File: src/rtl/al_map_pkg.sv
// Shared constants and helpers for the Anlogic mapped-primitive simulation models.
// Latency: none (package only).
// Backpressure: not applicable.
package al_map_pkg;

  // rd_data reset/init encodings selected by the REGSET string parameter
  localparam int AL_REGSET_RESET = 0;
  localparam int AL_REGSET_SET   = 1;

  // Entries held by one LUT6 distributed-RAM column
  localparam int AL_DRAM_COL_DEPTH = 64;

  // Pointers carry one extra wrap bit above the address so full and empty differ
  function automatic int al_ptr_w(input int depth_log2);
    return depth_log2 + 1;
  endfunction

endpackage

File: src/rtl/al_map_dram.sv
// Distributed LUT-RAM storage: synchronous write on clk, asynchronous read.
// Latency: write visible on read port after the write edge; read is combinational.
// Backpressure: none; the caller decides when a write is allowed. No reset, contents persist.
module al_map_dram #(
  parameter int WIDTH = 8,
  parameter int AW    = 6
) (
  input  logic             clk,
  input  logic             we,
  input  logic [AW-1:0]    waddr,
  input  logic [WIDTH-1:0] wdata,
  input  logic [AW-1:0]    raddr,
  output logic [WIDTH-1:0] rdata
);

  logic [WIDTH-1:0] mem [0:(1<<AW)-1];

  // Single write port, clock-enabled by we
  always_ff @(posedge clk) begin
    if (we) mem[waddr] <= wdata;
  end

  assign rdata = mem[raddr];

endmodule

File: src/rtl/al_map_dram_fifo.sv
// Synchronous FIFO model on distributed RAM with a clock-enabled output register (optional AL_MAP_FIFO_ALMOST_EN adds almost_full/almost_empty).
// Latency: 1 cycle from accepted rd_en to rd_valid/rd_data; a write is readable the cycle after it is accepted.
// Backpressure: writes at full and reads at empty are dropped and flagged with one-cycle wr_ovf/rd_unf pulses.
module al_map_dram_fifo
  import al_map_pkg::*;
#(
  parameter int    WIDTH      = 8,
  parameter int    DEPTH_LOG2 = 6,
  parameter string REGSET     = "RESET",
  parameter int    AF_THR     = (1 << DEPTH_LOG2) - 4,
  parameter int    AE_THR     = 4
) (
  input  logic                  clk,
  input  logic                  sr,
  input  logic                  wr_en,
  input  logic [WIDTH-1:0]      wr_data,
  output logic                  full,
  output logic                  wr_ovf,
  input  logic                  rd_en,
  output logic [WIDTH-1:0]      rd_data,
  output logic                  rd_valid,
  output logic                  empty,
  output logic                  rd_unf,
  output logic [DEPTH_LOG2:0]   count
`ifdef AL_MAP_FIFO_ALMOST_EN
  ,
  output logic                  almost_full,
  output logic                  almost_empty
`endif
);

  localparam int PW = al_ptr_w(DEPTH_LOG2);
  localparam int REGSET_ENC = (REGSET == "SET") ? AL_REGSET_SET : AL_REGSET_RESET;
  localparam logic [WIDTH-1:0] RD_INIT = (REGSET_ENC == AL_REGSET_SET) ? '1 : '0;
  localparam logic [PW-1:0] PTR_ONE = PW'(1);

  logic [PW-1:0]    wptr, rptr;
  logic [PW-1:0]    wptr_nxt, rptr_nxt;
  logic             wr_acc, rd_acc;
  logic [WIDTH-1:0] ram_rdata;

  // Flags come straight from the registered pointers, so every accept decision uses pre-edge state
  assign empty  = (wptr == rptr);
  assign full   = (wptr[PW-1] != rptr[PW-1]) && (wptr[PW-2:0] == rptr[PW-2:0]);
  assign count  = wptr - rptr;
  assign wr_acc = wr_en && !full;
  assign rd_acc = rd_en && !empty;

  assign wptr_nxt = wr_acc ? (wptr + PTR_ONE) : wptr;
  assign rptr_nxt = rd_acc ? (rptr + PTR_ONE) : rptr;

  // Read address is the current rptr: a write to a different slot in the same cycle never bypasses
  al_map_dram #(
    .WIDTH (WIDTH),
    .AW    (DEPTH_LOG2)
  ) u_dram (
    .clk   (clk),
    .we    (wr_acc),
    .waddr (wptr[PW-2:0]),
    .wdata (wr_data),
    .raddr (rptr[PW-2:0]),
    .rdata (ram_rdata)
  );

  // Pointer, status-pulse and output-register state; rd_data only loads on an accepted read
  always_ff @(posedge clk or posedge sr) begin
    if (sr) begin
      wptr     <= '0;
      rptr     <= '0;
      wr_ovf   <= 1'b0;
      rd_unf   <= 1'b0;
      rd_valid <= 1'b0;
      rd_data  <= RD_INIT;
    end else begin
      wptr     <= wptr_nxt;
      rptr     <= rptr_nxt;
      wr_ovf   <= wr_en && full;
      rd_unf   <= rd_en && empty;
      rd_valid <= rd_acc;
      if (rd_acc) rd_data <= ram_rdata;
    end
  end

`ifdef AL_MAP_FIFO_ALMOST_EN
  logic [PW-1:0] cnt_nxt;
  logic [31:0]   cnt_ext;

  assign cnt_nxt = wptr_nxt - rptr_nxt;
  assign cnt_ext = 32'(cnt_nxt);

  // Thresholds evaluated on the post-edge occupancy so the flags change in the same cycle as count
  always_ff @(posedge clk or posedge sr) begin
    if (sr) begin
      almost_full  <= 1'b0;
      almost_empty <= 1'b1;
    end else begin
      almost_full  <= (cnt_ext >= AF_THR[31:0]);
      almost_empty <= (cnt_ext <= AE_THR[31:0]);
    end
  end
`endif

endmodule
File: config.mk
export PLATFORM = sky130hd
export DESIGN_NAME = al_map_dram_fifo
export DESIGN_NICKNAME = d
export VERILOG_FILES = /design/src/rtl/al_map_pkg.sv /design/src/rtl/al_map_dram.sv /design/src/rtl/al_map_dram_fifo.sv
export SDC_FILE = /design/constraint.sdc
export NUM_CORES = 1
export LEC_CHECK = 0
export BUFFER_PORTS_ARGS = -buffer_cell sky130_fd_sc_hd__buf_4
export CAP_MARGIN = 10
export CORE_ASPECT_RATIO = 1.25
export CORE_UTILIZATION = 50
export CTS_CLUSTER_DIAMETER = 150
export DETAILED_ROUTE_END_ITERATION = 7
export HOLD_SLACK_MARGIN = 0.02
export PLACE_DENSITY_LB_ADDON = 0.25
export SYNTH_ARGS = -nofsm -noshare
export SYNTH_HDL_FRONTEND = slang
export SYNTH_SLANG_ARGS = --single-unit
File: constraint.sdc
create_clock -name clk -period 5.1 [get_ports clk]
set_input_delay 0.51 -clock clk [delete_from_list [all_inputs] [get_ports clk]]
set_output_delay 0.51 -clock clk [all_outputs]
set_load 0.02 [all_outputs]
Word level (Yosys, flattened, before mapping)
Memories as Yosys holds them, arrays and structs flattened. A register that Yosys moved wholly into a read port is not among the register bits.
Index checks and enable logic that the tools add are counted.
{"block": "totals", "output_inout_bits": 20, "ram_bits": 512, "ff_bits": 17, "word_cells": 21, "input_bits": 12, "memories": 1}
{"name": "u_dram.mem", "depth": 64, "word_bits": 8, "read_ports": 1, "rd_ports_with_merged_regs": 1, "wr": 1, "line": "al_map_dram.sv:16", "source": "logic [WIDTH-1:0] mem [0:(1<<AW)-1];"}
{"block": "classes", "muxes": 2, "reduce_logical": 7, "eq_ne": 3, "addsub": 3}
{"cell": "$add 7x1->7 const B", "count": 2}
{"cell": "$eq 7x7->1", "count": 1}
{"cell": "$sub 7x7->7", "count": 1}
{"cell": "$eq 6x6->1", "count": 1}
{"cell": "$logic_and 1x1->1", "count": 5}
{"cell": "$logic_not 1->1", "count": 2}
{"cell": "$mux 1", "count": 2}
{"cell": "$ne 1x1->1", "count": 1}

Logic depth before layout (Yosys ltp)
{"block": "logic_depth", "depth_word": 6, "depth_mapped": 11, "depth_no_buf": 9}

Cells and area by module
A second synthesis with hierarchy kept.
{"block": "unflattened", "hier_cells": 1056, "area_unflattened_um2": 21384.3}
{"module": "al_map_dram", "instances": 1, "seq_area_each_um2": 15374.7, "cells_each": 932, "area_each_um2": 20006.7}
{"module": "al_map_dram_fifo", "instances": 1, "seq_area_each_um2": 625.6, "cells_each": 124, "area_each_um2": 1377.6}

Least setup slack after synthesis
No wires, ideal clock.
{"block": "synth_timing", "path_kind": "register to register", "from": "register rptr[2]", "to": "memory u_dram.mem[58][0] (enable)", "required_ps": 4729, "setup_ps": 371, "synth_period_minus_slack_ps": 3025, "path_stages_with_launch": 11, "n_path_buf": 2, "setup_slack_ps": 2075, "t_arrival_ps": 2654, "cell_sequence": "dfrtp_1 -> clkinv_1 -> buf_1 -> ha_1 -> nand4_1 -> nor3_1 -> nor2b_1 -> buf_2 -> nor2b_1 -> nand3_1 -> nor2_1"}
{"block": "synth_between", "elab_chain_len": 6}
{"element": "start, declared", "line": "al_map_dram_fifo.sv:37", "source": "logic [PW-1:0] wptr, rptr;"}
{"element": "start signal, assigned", "line": "al_map_dram_fifo.sv:76", "source": "rptr <= rptr_nxt;"}
{"element": "$eq 6x6->1", "line": "al_map_dram_fifo.sv:44", "source": "assign full = (wptr[PW-1] != rptr[PW-1]) && (wptr[PW-2:0] == rptr[PW-2:0]);"}
{"element": "$logic_and 1x1->1", "line": "al_map_dram_fifo.sv:44"}
{"element": "via full", "line": "al_map_dram_fifo.sv:17", "source": "output logic full,"}
{"element": "$logic_not 1->1", "line": "al_map_dram_fifo.sv:46", "source": "assign wr_acc = wr_en && !full;"}
{"element": "$logic_and 1x1->1", "line": "al_map_dram_fifo.sv:46"}
{"element": "$mux 1", "line": "al_map_dram.sv:20", "source": "if (we) mem[waddr] <= wdata;"}
{"element": "$mux 1 (implied by the code)", "line": "al_map_dram.sv:20"}
{"element": "end, declared", "line": "al_map_dram.sv:16"}
The timed path passes the listed nets, and every way through them passes these cells.

Worst setup path in the final report
{"block": "layout_timing", "from": "register rptr[4]", "to": "memory u_dram.mem[27][0] (enable)"}
{"block": "layout_between", "elab_chain_len": 6}
{"element": "$eq 6x6->1", "line": "al_map_dram_fifo.sv:44"}
{"element": "$logic_and 1x1->1", "line": "al_map_dram_fifo.sv:44"}
{"element": "$logic_not 1->1", "line": "al_map_dram_fifo.sv:46"}
{"element": "$logic_and 1x1->1", "line": "al_map_dram_fifo.sv:46"}
{"element": "$mux 1", "line": "al_map_dram.sv:20"}
{"element": "$mux 1 (implied by the code)", "line": "al_map_dram.sv:20"}
Every way passes these cells.

==> reports/qor.csv <==
stage;metric;value;unit
sta;worst rel slew slack;0.234;
global_route;grt ovf;0;
setup_path;CP Launch Type;flip-flop;
finish;ant diodes;0;
global_route;initial antenna violation count;0;
yosys;Synth Area in Simple Gates;0.0314;
routing;routed vias/inst;6.15;
placement;port buffer count;31;
setup_path;CP max FO;15;
pwr;LEAKAGE;7.48;nW
min_path;path category of the worst min-delay check;in2reg;
floorplanning;core area;41900;um2
global_route;Overall Global Routing Usage;0.241;
floorplanning;die area;43300;um2
routing;final wirelength;50000;um
global_route;first-pass GRT wire length;72900;um
pwr;PD cells;548;nW/um2
sta;max frequency;0.227;GHz
floorplanning;Initial Util;0.506;
routing;detailed-route wire length per cell;29.3;um
clock_tree;CTS tree;built;
floorplanning;die height;232;um
finish;Area growth, synth to finish;10.7;%
setup_path;critical path type;reg2reg;
pwr;Peak VDD IR;0.000510;V
routing;initial DRC count;1083;
setup_path;CP Data Required Time;5300;ps
sta;Final min period;4400;ps
finish;Final Cell Area;23500;um2
setup_path;CP endpoint kind;flip-flop;
yosys;XOR/XNOR Fraction of Synth Area;0.00702;
setup_path;crit path DAT;4600;ps
setup_path;Buffers & Inverters on Critical Path;2;
finish;layout cells sized above 1;0.197;
yosys;post-synthesis async set-or-reset flop share;0.0466;
routing;DRC viols;0;
clock_tree;Resize count post-CTS;0;
sta;Tcrit/Tclk final;0.862;
floorplanning;# IOs;32;
yosys;Synth Register Bits;537;
clock_tree;CTS sink cnt;537;
sta;worst clock skew;19.1;ps
sta;RSZ-0062 raised after global routing;no;
floorplanning;Core Rows;84;
finish;fin nets;1133;
outcome;outcome;finished, final reports clean;
clock_tree;CTS Root Cell;clkbuf_16;
yosys;complex-gate fraction of the synthesized area;0.0403;
yosys;Adder-Cell Fraction of Synth Area;0.00566;
yosys;Mapped Cells;1075;
placement;GP Congestion;0.873;
sta;# setup viols final;0;
setup_path;cell mode on critical path;nor2b_1;
setup_path;cell family with most CP delay;simple AND/OR/NAND/NOR gates;
clock_tree;clock-pin slew on the worst setup and hold paths;70;ps
sta;fin. max-slew vios;0;
yosys;number of flops mapped to enable cells by yosys;512;
setup_path;Worst path max stage delay;880;ps
sta;Slew @ Worst Pin;1150;ps
routing;vias;10521;
placement;placed inst area;21900;um2
yosys;Seq/Total Area, Yosys;0.754;
yosys;post-synth top area share;0.724;
clock_tree;Inserted Clock Buffers;50;
yosys;prevailing post-synth register cell;edfxtp_1;
clock_tree;CTS Buffer Depth;3;
sta;final hold viol count;0;
setup_path;Slowest cell on crit path;nor2_1;
yosys;largest area contributor in the netlist;edfxtp_1;
yosys;Distinct cells, synth;57;
floorplanning;Die Wd;186;um
yosys;largest family of logic cells by synthesized area;multiplexers;
clock_tree;Post-CTS Setup Repair Bufs;0;
flow_run;max cap viols;0;
yosys;multiplexer share of the synthesized area;0.142;
sta;Setup TNS;0;ps
placement;post-detail-place hpwl;30200;um
routing;Initial DRT Pass Iterations;5;
yosys;Synth area leaders;edfxtp_1 72%, mux4_2 10%, mux2i_1 3.0%;
yosys;Syn Nets;1096;
routing;Routed Antenna Nets;0;
yosys;Syn. warnings;0;
global_route;pin count of the biggest net entering global routing;150;
global_route;vias in the first global route;10623;
setup_path;critical-path cell list;inv_1 -> ha_1 -> nand4_1 -> nor3_1 -> nor2b_1 -> buf_4 -> nor2b_1 -> nand3_1 -> nor2_1;
finish;Final Core Density;0.560;
clock_tree;H-tree depth;2;
yosys;post-synthesis cell area;21200;um2
yosys;Mean Syn Cell Area;19.7;um2
clock_tree;Clk Latency, worst-skew pair;580;ps
-- sequential cells by signal, indices dropped and copies added, names as in the netlist --
register / flops
rd_data: 8
rd_unf: 1
rd_valid: 1
rptr: 7
u_dram.mem: 512
wptr: 7
wr_ovf: 1
-- metrics by stage --
step	total power [mW]	hold WS, ps	setup slack, ps	cells
2_1_floorplan	8.04	462	2080	1075
3_3_place_gp	9.31	475	1120	1618
3_5_place_dp	9.33	480	828	1618
4_1_cts	12.9	152	810	1710
5_1_grt	13.3	163	544	1710
6_report	12.9	180	703	1710
-- synth_stat cells (5+ instances only) --
| master | number |
|---|---|
| edfxtp_1 | 512 |
| mux4_2 | 94 |
| nor2_1 | 80 |
| mux2i_1 | 64 |
| dfrtp_1 | 25 |
| nand2_1 | 22 |
| buf_2 | 21 |
| o22ai_1 | 18 |
| a21oi_1 | 16 |
| a211oi_1 | 14 |
| mux2_2 | 14 |
| nand3_1 | 14 |
| o21ai_0 | 13 |
| xnor2_1 | 12 |
| buf_6 | 11 |
| clkbuf_1 | 11 |
| inv_1 | 11 |
| o221ai_1 | 10 |
| a22oi_1 | 8 |
| ha_1 | 8 |
| nor2b_1 | 8 |
| buf_4 | 7 |
| buf_1 | 6 |
| nand4_1 | 6 |
| a221oi_1 | 5 |
| a22o_1 | 5 |
| o32a_1 | 5 |
| xor2_1 | 5 |
-- what timing repair did --
action	CTS	global route
hold buffers	1	0
endpoints found under the setup margin	0	0
hold endpoints to repair	25	0
-- where the power goes --
| part | internal [mW] | switching, mW | leakage, nW | total, mW |
|---|---|---|---|---|
| registers | 5.07 | 0.278 | 4.91 | 5.35 |
| logic | 1.57 | 2.32 | 1.81 | 3.89 |
| clock network | 2.08 | 1.56 | 0.768 | 3.64 |
-- cells by family after synthesis --
logic type	Yosys count
adders and majority gates	9
and+or+nand+nor	149
buffers and inverters	69
AOI/OAI and AO/OA	118
xor gates and xnor gates	17
muxes	176
DFF	537
-- layer usage --
metal	vias up	wire length (um)	GRT usage
met3	90	3080	0.0370
met2	449	25500	0.405
li1	4491	-	-
met1	5491	19600	0.317
met5	-	0	0
met4	0	1850	0.0897
-- path summary, 6_finish.rpt --
path / start / to / slack (ps) / depth (start not counted)
max in group asynchronous: sr / rptr[1]$_DFFE_PP0P_ / 4220 / 4
max reg2reg: rptr[4]$_DFFE_PP0P_ / u_dram.mem[27][0]$_DFFE_PP_ / 700 / 9
min reg2reg: wptr[6]$_DFFE_PP0P_ / wptr[6]$_DFFE_PP0P_ / 490 / 1
max: rptr[4]$_DFFE_PP0P_ / u_dram.mem[27][0]$_DFFE_PP_ / 700 / 9
min: wr_en / wr_ovf$_DFF_PP0_ / 180 / 2
min in group asynchronous: sr / rd_valid$_DFF_PP0_ / 560 / 4
-- cell type report --
type / count / area (um2)
Inverter: 12 / 45.0
Sequential cell: 537 / 16000
Multi-Input combinational cell: 469 / 4810
Clock buffer: 68 / 1400
Tap cell: 559 / 699
Clock inverter: 23 / 191
Timing Repair Buffer: 42 / 330
Fill cell: 3103 / 18400
-- placed cells by master (no fill, tap or decap), types with 4 or more instances in the layout --
cell	count
a211oi_1	14
a21o_1	4
a21oi_1	16
a221oi_1	5
a22o_1	5
a22oi_1	8
a31oi_1	4
and2_1	4
buf_4	40
clkbuf_1	13
clkbuf_16	53
clkinv_1	12
clkinv_2	4
dfrtp_1	22
edfxtp_1	512
ha_1	8
inv_1	11
mux2_2	14
mux2i_1	64
mux4_1	4
mux4_2	94
nand2_1	22
nand3_1	14
nand4_1	6
nor2_1	80
nor2b_1	7
o21ai_0	13
o221ai_1	10
o22ai_1	18
o32a_1	5
xnor2_1	12
xor2_1	5
(Power assumes the default switching activity.)
